**src/rtl/slc3_mem_sequencer_if.sv**
```systemverilog
// slc3_mem_sequencer_if: CPU req/ready transaction bus plus the asynchronous SRAM strobe/data bus.
// The sequencer takes the slave side; the CPU and board model drive the master side.
interface slc3_mem_sequencer_if #(
   parameter int ADDR_W      = 16,
   parameter int DATA_W      = 16,
   parameter int SRAM_ADDR_W = 20
);
   logic                   req;
   logic                   we;
   logic [ADDR_W-1:0]      addr;
   logic [DATA_W-1:0]      wdata;
   logic                   ready;
   logic [DATA_W-1:0]      rdata;
   logic [SRAM_ADDR_W-1:0] sram_addr;
   logic                   sram_ce_n;
   logic                   sram_oe_n;
   logic                   sram_we_n;
   logic                   sram_ub_n;
   logic                   sram_lb_n;
   logic [DATA_W-1:0]      sram_dq_out;
   logic                   sram_dq_oe;
   logic [DATA_W-1:0]      sram_dq_in;
   modport master (
      output req, we, addr, wdata, sram_dq_in,
      input  ready, rdata, sram_addr, sram_ce_n, sram_oe_n, sram_we_n,
             sram_ub_n, sram_lb_n, sram_dq_out, sram_dq_oe
   );
   modport slave (
      input  req, we, addr, wdata, sram_dq_in,
      output ready, rdata, sram_addr, sram_ce_n, sram_oe_n, sram_we_n,
             sram_ub_n, sram_lb_n, sram_dq_out, sram_dq_oe
   );
endinterface

```
**src/rtl/slc3_mem_sequencer.sv**
```systemverilog
// slc3_mem_sequencer: single-transaction async SRAM strobe sequencer with wait states and a local I/O decode.
// Reads of IO_ADDR return the switches, writes load the hex register; both complete in one cycle.
module slc3_mem_sequencer #(
   parameter int              ADDR_W      = 16,
   parameter int              DATA_W      = 16,
   parameter int              SRAM_ADDR_W = 20,
   parameter int              WAIT_STATES = 2,
   parameter logic [ADDR_W-1:0] IO_ADDR   = 16'hFFFF,
   parameter int              HEX_DIGITS  = 4
) (
   input  logic                    Clk_i,
   input  logic                    Reset_i,
   input  logic [DATA_W-1:0]       Switches_i,
   output logic [4*HEX_DIGITS-1:0] hex_out_o,
   slc3_mem_sequencer_if.slave     bus
);
   typedef enum logic [2:0] {IDLE, RD, WR, WR_HOLD, DONE} state_e;
   localparam logic [3:0] WS = 4'(WAIT_STATES);
   state_e                  state_q, state_d;
   logic [3:0]              cnt_q, cnt_d;
   logic [SRAM_ADDR_W-1:0]  addr_q, addr_d;
   logic [DATA_W-1:0]       wdata_q, wdata_d;
   logic [DATA_W-1:0]       rdata_q, rdata_d;
   logic [4*HEX_DIGITS-1:0] hex_q, hex_d;
   logic                    io_hit;
   logic                    last;
   logic                    active;
   assign io_hit = bus.addr == IO_ADDR;
   assign last   = cnt_q == WS;
   always_comb begin
      state_d = state_q;
      cnt_d   = cnt_q;
      addr_d  = addr_q;
      wdata_d = wdata_q;
      rdata_d = rdata_q;
      hex_d   = hex_q;
      case (state_q)
         IDLE: if (bus.req) begin
            addr_d  = SRAM_ADDR_W'(bus.addr);
            wdata_d = bus.wdata;
            cnt_d   = '0;
            state_d = io_hit ? DONE : (bus.we ? WR : RD);
            hex_d   = (io_hit && bus.we) ? bus.wdata[4*HEX_DIGITS-1:0] : hex_q;
            rdata_d = (io_hit && !bus.we) ? Switches_i : rdata_q;
         end
         RD: begin
            cnt_d   = last ? cnt_q : cnt_q + 4'd1;
            rdata_d = last ? bus.sram_dq_in : rdata_q;
            state_d = last ? DONE : RD;
         end
         WR: begin
            cnt_d   = last ? cnt_q : cnt_q + 4'd1;
            state_d = last ? WR_HOLD : WR;
         end
         WR_HOLD: state_d = DONE;
         default: state_d = IDLE;
      endcase
   end
   always_ff @(posedge Clk_i) begin
      if (Reset_i) begin
         state_q <= IDLE;
         cnt_q   <= '0;
         addr_q  <= '0;
         wdata_q <= '0;
         rdata_q <= '0;
         hex_q   <= '0;
      end else begin
         state_q <= state_d;
         cnt_q   <= cnt_d;
         addr_q  <= addr_d;
         wdata_q <= wdata_d;
         rdata_q <= rdata_d;
         hex_q   <= hex_d;
      end
   end
   // Strobes are decoded from state only; WR_HOLD keeps the chip and data driven while we_n rises.
   assign active          = state_q inside {RD, WR, WR_HOLD};
   assign bus.ready       = state_q == DONE;
   assign bus.rdata       = rdata_q;
   assign bus.sram_addr   = addr_q;
   assign bus.sram_ce_n   = !active;
   assign bus.sram_ub_n   = !active;
   assign bus.sram_lb_n   = !active;
   assign bus.sram_oe_n   = state_q != RD;
   assign bus.sram_we_n   = state_q != WR;
   assign bus.sram_dq_oe  = state_q inside {WR, WR_HOLD};
   assign bus.sram_dq_out = wdata_q;
   assign hex_out_o       = hex_q;
endmodule

```
**src/flat_wrapper.sv**
```systemverilog
// flat-port wrapper written by rule: the top's interface ports become plain ports
module slc3_mem_sequencer_flat 
#(
   parameter int              ADDR_W      = 16,
   parameter int              DATA_W      = 16,
   parameter int              SRAM_ADDR_W = 20,
   parameter int              WAIT_STATES = 2,
   parameter logic [ADDR_W-1:0] IO_ADDR   = 16'hFFFF,
   parameter int              HEX_DIGITS  = 4
)
  (Clk_i, Reset_i, Switches_i, hex_out_o, bus_req, bus_we, bus_addr, bus_wdata, bus_sram_dq_in, bus_ready, bus_rdata, bus_sram_addr, bus_sram_ce_n, bus_sram_oe_n, bus_sram_we_n, bus_sram_ub_n, bus_sram_lb_n, bus_sram_dq_out, bus_sram_dq_oe);
  slc3_mem_sequencer_if #(.ADDR_W(ADDR_W), .DATA_W(DATA_W), .SRAM_ADDR_W(SRAM_ADDR_W)) bus_i ();
  input  logic Clk_i;
  input  logic Reset_i;
  input  logic [DATA_W-1:0] Switches_i;
  output logic [4*HEX_DIGITS-1:0] hex_out_o;
  input wire logic [$bits(bus_i.req)-1:0] bus_req;
  input wire logic [$bits(bus_i.we)-1:0] bus_we;
  input wire logic [$bits(bus_i.addr)-1:0] bus_addr;
  input wire logic [$bits(bus_i.wdata)-1:0] bus_wdata;
  input wire logic [$bits(bus_i.sram_dq_in)-1:0] bus_sram_dq_in;
  output wire logic [$bits(bus_i.ready)-1:0] bus_ready;
  output wire logic [$bits(bus_i.rdata)-1:0] bus_rdata;
  output wire logic [$bits(bus_i.sram_addr)-1:0] bus_sram_addr;
  output wire logic [$bits(bus_i.sram_ce_n)-1:0] bus_sram_ce_n;
  output wire logic [$bits(bus_i.sram_oe_n)-1:0] bus_sram_oe_n;
  output wire logic [$bits(bus_i.sram_we_n)-1:0] bus_sram_we_n;
  output wire logic [$bits(bus_i.sram_ub_n)-1:0] bus_sram_ub_n;
  output wire logic [$bits(bus_i.sram_lb_n)-1:0] bus_sram_lb_n;
  output wire logic [$bits(bus_i.sram_dq_out)-1:0] bus_sram_dq_out;
  output wire logic [$bits(bus_i.sram_dq_oe)-1:0] bus_sram_dq_oe;
  assign bus_i.req = bus_req;
  assign bus_i.we = bus_we;
  assign bus_i.addr = bus_addr;
  assign bus_i.wdata = bus_wdata;
  assign bus_i.sram_dq_in = bus_sram_dq_in;
  assign bus_ready = bus_i.ready;
  assign bus_rdata = bus_i.rdata;
  assign bus_sram_addr = bus_i.sram_addr;
  assign bus_sram_ce_n = bus_i.sram_ce_n;
  assign bus_sram_oe_n = bus_i.sram_oe_n;
  assign bus_sram_we_n = bus_i.sram_we_n;
  assign bus_sram_ub_n = bus_i.sram_ub_n;
  assign bus_sram_lb_n = bus_i.sram_lb_n;
  assign bus_sram_dq_out = bus_i.sram_dq_out;
  assign bus_sram_dq_oe = bus_i.sram_dq_oe;
  slc3_mem_sequencer #(.ADDR_W(ADDR_W), .DATA_W(DATA_W), .SRAM_ADDR_W(SRAM_ADDR_W), .WAIT_STATES(WAIT_STATES), .IO_ADDR(IO_ADDR), .HEX_DIGITS(HEX_DIGITS)) u_core (.Clk_i(Clk_i), .Reset_i(Reset_i), .Switches_i(Switches_i), .hex_out_o(hex_out_o), .bus(bus_i));
endmodule
```
**config.mk**
```make
export PLATFORM = sky130hd
export DESIGN_NAME = slc3_mem_sequencer_flat
export DESIGN_NICKNAME = d
export VERILOG_FILES = /design/src/rtl/slc3_mem_sequencer_if.sv /design/src/rtl/slc3_mem_sequencer.sv /design/src/flat_wrapper.sv
export SDC_FILE = /design/constraint.sdc
export NUM_CORES = 1
export LEC_CHECK = 0
export ABC_AREA = 1
export CAP_MARGIN = 20
export CORE_MARGIN = 1
export CORE_UTILIZATION = 25
export CTS_CLUSTER_DIAMETER = 200
export DETAILED_ROUTE_END_ITERATION = 10
export GPL_ROUTABILITY_DRIVEN = 0
export SYNTH_ARGS = -nofsm -noshare
export SYNTH_HDL_FRONTEND = slang
export SYNTH_SLANG_ARGS = --single-unit
```
**constraint.sdc**
```tcl
create_clock -name Clk_i -period 1.96 [get_ports Clk_i]
set_input_delay 0.392 -clock Clk_i [delete_from_list [all_inputs] [get_ports Clk_i]]
set_output_delay 0.392 -clock Clk_i [all_outputs]
set_load 0.01 [all_outputs]
```
== Word-level counts from Yosys, hierarchy flattened ==
Index checks and enable logic that the tools add are counted.

* Logic and storage cells: 46
* Bits of input ports: 68
* Bits in registers: 71
* Output and inout port bits: 75

* Add/sub/neg operators: 1
* Mux-type cells: 13
* Reduce and logical (&&, ||, !) cells: 14
* Equal/unequal tests: 12

{| class="wikitable"
|+ Operators by type and width
! kind !! number
|-
| 16-bit two-way mux || 3
|-
| 16-bit case mux with 2 select lines || 1
|-
| 16-bit == test (second input constant) || 1
|-
| 3-bit case mux with 4 select lines || 1
|-
| 3-bit two-way mux || 3
|-
| 4-bit two-way mux || 2
|-
| 4-bit case mux with 2 select lines || 1
|-
| 3-bit by 2-bit == test with 1-bit output (second input constant) || 2
|-
| 3-bit AND reduction || 2
|-
| 2-bit nonzero test || 3
|-
| 4-bit by 1-bit adder with 4-bit output (second input constant) || 1
|-
| 4-bit by 2-bit == test with 1-bit output (second input constant) || 1
|-
| 2-bit by 1-bit != test with 1-bit output (second input constant) || 2
|-
| 2-bit != test (second input constant) || 2
|-
| 4-bit AND reduction || 1
|-
| 3-bit by 1-bit == test with 1-bit output (second input constant) || 1
|-
| 3-bit == test (second input constant) || 1
|-
| 3-bit zero test || 1
|-
| 3-bit by 1-bit != test with 1-bit output (second input constant) || 1
|-
| 3-bit by 2-bit != test with 1-bit output (second input constant) || 1
|-
| 3-bit nonzero test || 1
|-
| 1-bit logical AND || 2
|-
| 1-bit zero test || 2
|-
| 2-bit two-way mux || 1
|-
| 3 further kinds || 3
|}

== Longest topological paths before layout ==
* Word-level depth: 5
* Mapped depth: 10
* Depth with buffers taken out: 9

== Worst setup path after synthesis ==
Ideal clock, no wire load.

* Path type: input port to flip-flop
* Start: input port bus_req
* End: register u_core.rdata_q[10] (netlist: u_core.bus.rdata[10])
* Cell stages on the path: 9
* Data arrival time: 1.337 ns
* Path slack: 0.510 ns
* Path buffers: 2
* Library setup time: 0.113 ns
* Data required time: 1.847 ns
* Path through: buf_2 -> inv_1 -> a21oi_2 -> inv_1 -> nor2_4 -> buf_6 -> nand3_1 -> nand2_1 -> nor2_1

* Word-level cells in the longest chain between the ends: 2

{| class="wikitable"
|+ Ends and longest elaborated chain
! what !! RTL line !! source
|-
| start: declaration || flat_wrapper.sv:17 || <nowiki>input wire logic [$bits(bus_i.req)-1:0] bus_req;</nowiki>
|-
| 2-bit != test (no line) || - ||
|-
| 4-bit AND reduction (no line) || - ||
|-
| end signal: assignment || slc3_mem_sequencer.sv:72 || <nowiki>rdata_q <= rdata_d;</nowiki>
|-
| end: declaration || slc3_mem_sequencer.sv:23 || <nowiki>logic [DATA_W-1:0] rdata_q, rdata_d;</nowiki>
|}

Every way passes these cells.
A chain may end at the register's enable or synchronous reset.

== Final worst setup path ==
* Start: register u_core.state_q[1]
* End: output port bus_sram_lb_n

* Word-level cells in the longest chain between the ends: 3
* Elaborated cells between the ends (all ways): 5
* Classes of those cells: eq/ne: 3; reduce/logical: 2

{| class="wikitable"
|+ Ends and longest elaborated chain
! what !! RTL line !! source
|-
| start: declaration || slc3_mem_sequencer.sv:19 || <nowiki>state_e state_q, state_d;</nowiki>
|-
| start signal: assignment || slc3_mem_sequencer.sv:68 || <nowiki>state_q <= state_d;</nowiki>
|-
| 3-bit by 1-bit == test with 1-bit output / 3-bit by 2-bit == test with 1-bit output (equally long branches) || slc3_mem_sequencer.sv:77 || <nowiki>assign active = state_q inside {RD, WR, WR_HOLD};</nowiki>
|-
| 3-bit nonzero test * || slc3_mem_sequencer.sv:77 ||
|-
| 1-bit zero test * || slc3_mem_sequencer.sv:83 || <nowiki>assign bus.sram_lb_n = !active;</nowiki>
|-
| end: declaration || flat_wrapper.sv:29 || <nowiki>output wire logic [$bits(bus_i.sram_lb_n)-1:0] bus_sram_lb_n;</nowiki>
|}

Mark *: on every way between the ends. The rest lies on a longest branch, timed or not.

==> impl_metrics.toml <==
[cts]
clk_latency_ns = 0.33
htree_levels = 3
clock_path_buffers = 2
clk_pin_slew_worst_paths_ns = 0.06
postCtsHoldBufs = 0
numCtsBuffers = 9
clkSinkCount = 71
cts_tree = "built"
cts_root_buffer = "clkbuf_16"

[floorplan]
rows = 41
dieArea_um2 = 13460
coreArea_um2 = 12670
start_util_pct = 25.65
ioPinCount = 143
die_y_um = 116.0
die_w_um = 116.0

[synth]
synthXorXnorAreaFrac_pct = 0.5389
yosys.area.top_type = "dfxtp_1"
async_flop_share_pct = 0
syn_area_um2 = 3251
synth_cells = 460
synth_area_per_cell_um2 = 7.067
ys_seq_area_share_pct = 43.73
yosys.area.top_type_share_pct = 43.73
synth_adder_area_share_pct = 0.7698
synth_flop_cell = "dfxtp_1"
yosys_warnings = 0
synth-simple-area-share_pct = 33.53
synth_mux_area_share_pct = 0
synth_area_leaders = "dfxtp_1, nand2_1, a21oi_1"
synth_top_family_by_area = "simple AND/OR/NAND/NOR gates"
ys_ff_latch = 71
synth_compound_area_share_pct = 12.39
yosysUniqueCellTypes = 32
synth_edf_count = 0

[finish]
diodes = 0
drive_above_1_share_pct = 9.000
n_fill_cell = 1318
final_common_cell = "clkdlybuf4s50_1"
synthToLayoutAreaGrowth_pct = 58.43
seq_area_um2 = 1428
fin_nets = 665
layout.cells.non_filler = 772
multi_input_area_um2 = 1555
final_cell_mix = "clkdlybuf4s50_1, nand2_1, dfxtp_1, nor2_1, a21oi_1"

[setup_path]
cp_slowest_cell = "clkdlybuf4s50_1"
crit_arrival_ns = 1.51
crit_fanout = 6
worstSetupPathType = "flop to primary output"
cpLargestDelayFamily = "buffers and inverters"
slowest_delay_ns = 0.54
crit_chain = "inv_2 -> nand2_1 -> nand2_1 -> clkdlybuf4s50_1"
crit_buf_inv = 2
crit_path_end_kind = "primary output"
cp_data_required_time_ns = 1.57
start_kind = "flop"
cpMostUsedCell = "nand2_1"

[sta]
max_freq_mhz = 527.0
holdWs_ns = 0.4591
setup-tns-final_ns = 0
slew_violations = 0
period_minus_slack_ns = 1.898
hold_violations = 0
fin_ws_ns = 0.06241
fin_crit_sh_pct = 96.82
finalSetupViolations = 0
skew_ns = 0.007635

[route]
drc = 0
vias_per_cell = 4.320
postRouteAntennaNets = 0
wl_per_cell_um = 12.86
firstDrtPassIters = 5
vias = 3335
drtIter0Drc = 180
drt-total-wl_mm = 9.929

[min_path]
holdCritPathClass = "flop to flop"

[global_route]
grtUsageTotal_pct = 14.61
grt_overflow_total = 0
grt_pass1_wl_mm = 15.32
grt_pass1_vias = 3175
gr-usage-met3_pct = 5.544
antenna_found_initial = 0
grtUsageMet2_pct = 24.17
grt_max_degree = 35
grt.busiest_layer = "met2"
met1_usage_pct = 17.47

[job]
drv_cap = 0

[pwr]
p_per_area_nw_per_um2 = 833.2
peakVddDrop_mv = 0.4118
p_leak_nw = 2.108

[outcome]
status = "complete, no violations"

[placed_design]
io_buffer_count = 138
hpwl_mm = 7.442
post-place-ws_ns = -0.1134
dp.cells = 756
==> synth_stat cells, types with 2 or more instances <==
cell type  instances
nand3_1           51
buf_2             11
ha_1               2
buf_4              8
nand2_2            4
a21oi_1           53
nand2_1          122
nand2_4            2
buf_6              3
o21a_1             2
o21ai_0            8
clkbuf_1           9
nor2_1            59
o21ai_1           10
nor2_4             4
inv_1             24
nand3_2            3
dfxtp_1           71
==> final timing paths <==
check | startpoint | to | slack [ns] | depth (start not counted)
worst max-delay path | u_core.state_q[1] | bus_sram_lb_n | 0.06 | 4
worst min-delay path | u_core.bus.sram_dq_out[7] | u_core.bus.sram_dq_out[7] | 0.46 | 2
worst max register to register | u_core.cnt_q[0] | u_core.bus.rdata[8] | 0.37 | 9
worst min register to register | u_core.bus.sram_dq_out[7] | u_core.bus.sram_dq_out[7] | 0.46 | 2
==> flip-flops by register name, summed over array words and instances, names as in the netlist <==
signal / cells
u_core.bus.rdata: 16
u_core.bus.sram_addr: 16
u_core.bus.sram_dq_out: 16
u_core.hex_out_o: 16
u_core.cnt_q: 4
u_core.state_q: 3
==> per-stage QoR <==
| step | util [%] | power, mW | instance area (um2) |
|---|---|---|---|
| finish | 40.64 | 4.291 | 5150 |
| global route | 40.64 | 4.513 | 5150 |
| CTS | 40.57 | 4.355 | 5141 |
| detailed placement | 37.96 | 2.579 | 4810 |
| global placement | 37.96 | 2.566 | 4810 |
| floorplan | - | 2.122 | 3262 |
==> cell families after synthesis <==
logic type / count (synthesis)
other: 1
and+or+nand+nor: 248
buffers and inverters: 59
DFF: 71
adders and majority gates: 2
AOI/OAI and AO/OA: 77
xor gates and xnor gates: 2
==> where the power goes <==
| group | internal, mW | switching, mW |
|---|---|---|
| combinational | 0.466 | 0.484 |
| sequential | 1.54 | 0.0603 |
| clock | 1.12 | 0.626 |
==> timing repair <==
item,in CTS,in global routing
setup endpoints to repair,7,6
setup buffers,0,0
gates resized for setup,5,4
cloned,0,0
==> worst register-to-register path, stage by stage, from the launching register on <==
cell and delay (ns):
dfxtp_1 0.32, inv_1 0.10, ha_1 0.15, nand2_1 0.14, nand2_2 0.14, nand3_2 0.09, nor2_4 0.29, nand3_1 0.15
nand2_1 0.09, nor2_1 0.03
==> routing by layer <==
metal  wire length [um]  vias to the layer above
li1                   -                     1736
met1               4492                     1470
met2               4441                      116
met3                873                       13
met4                121                        0
met5                  0                        -
==> cell type report <==
cell class / instances / share of cell area [%]
Clock buffer: 9 / 4.373
Clock inverter: 7 / 1.871
Inverter: 27 / 2.017
Multi-Input combinational cell: 333 / 30.20
Sequential cell: 71 / 27.72
Tap cell: 172 / 4.179
Timing Repair Buffer: 153 / 29.64
No activity file was read; power rests on OpenSTA's default activity.
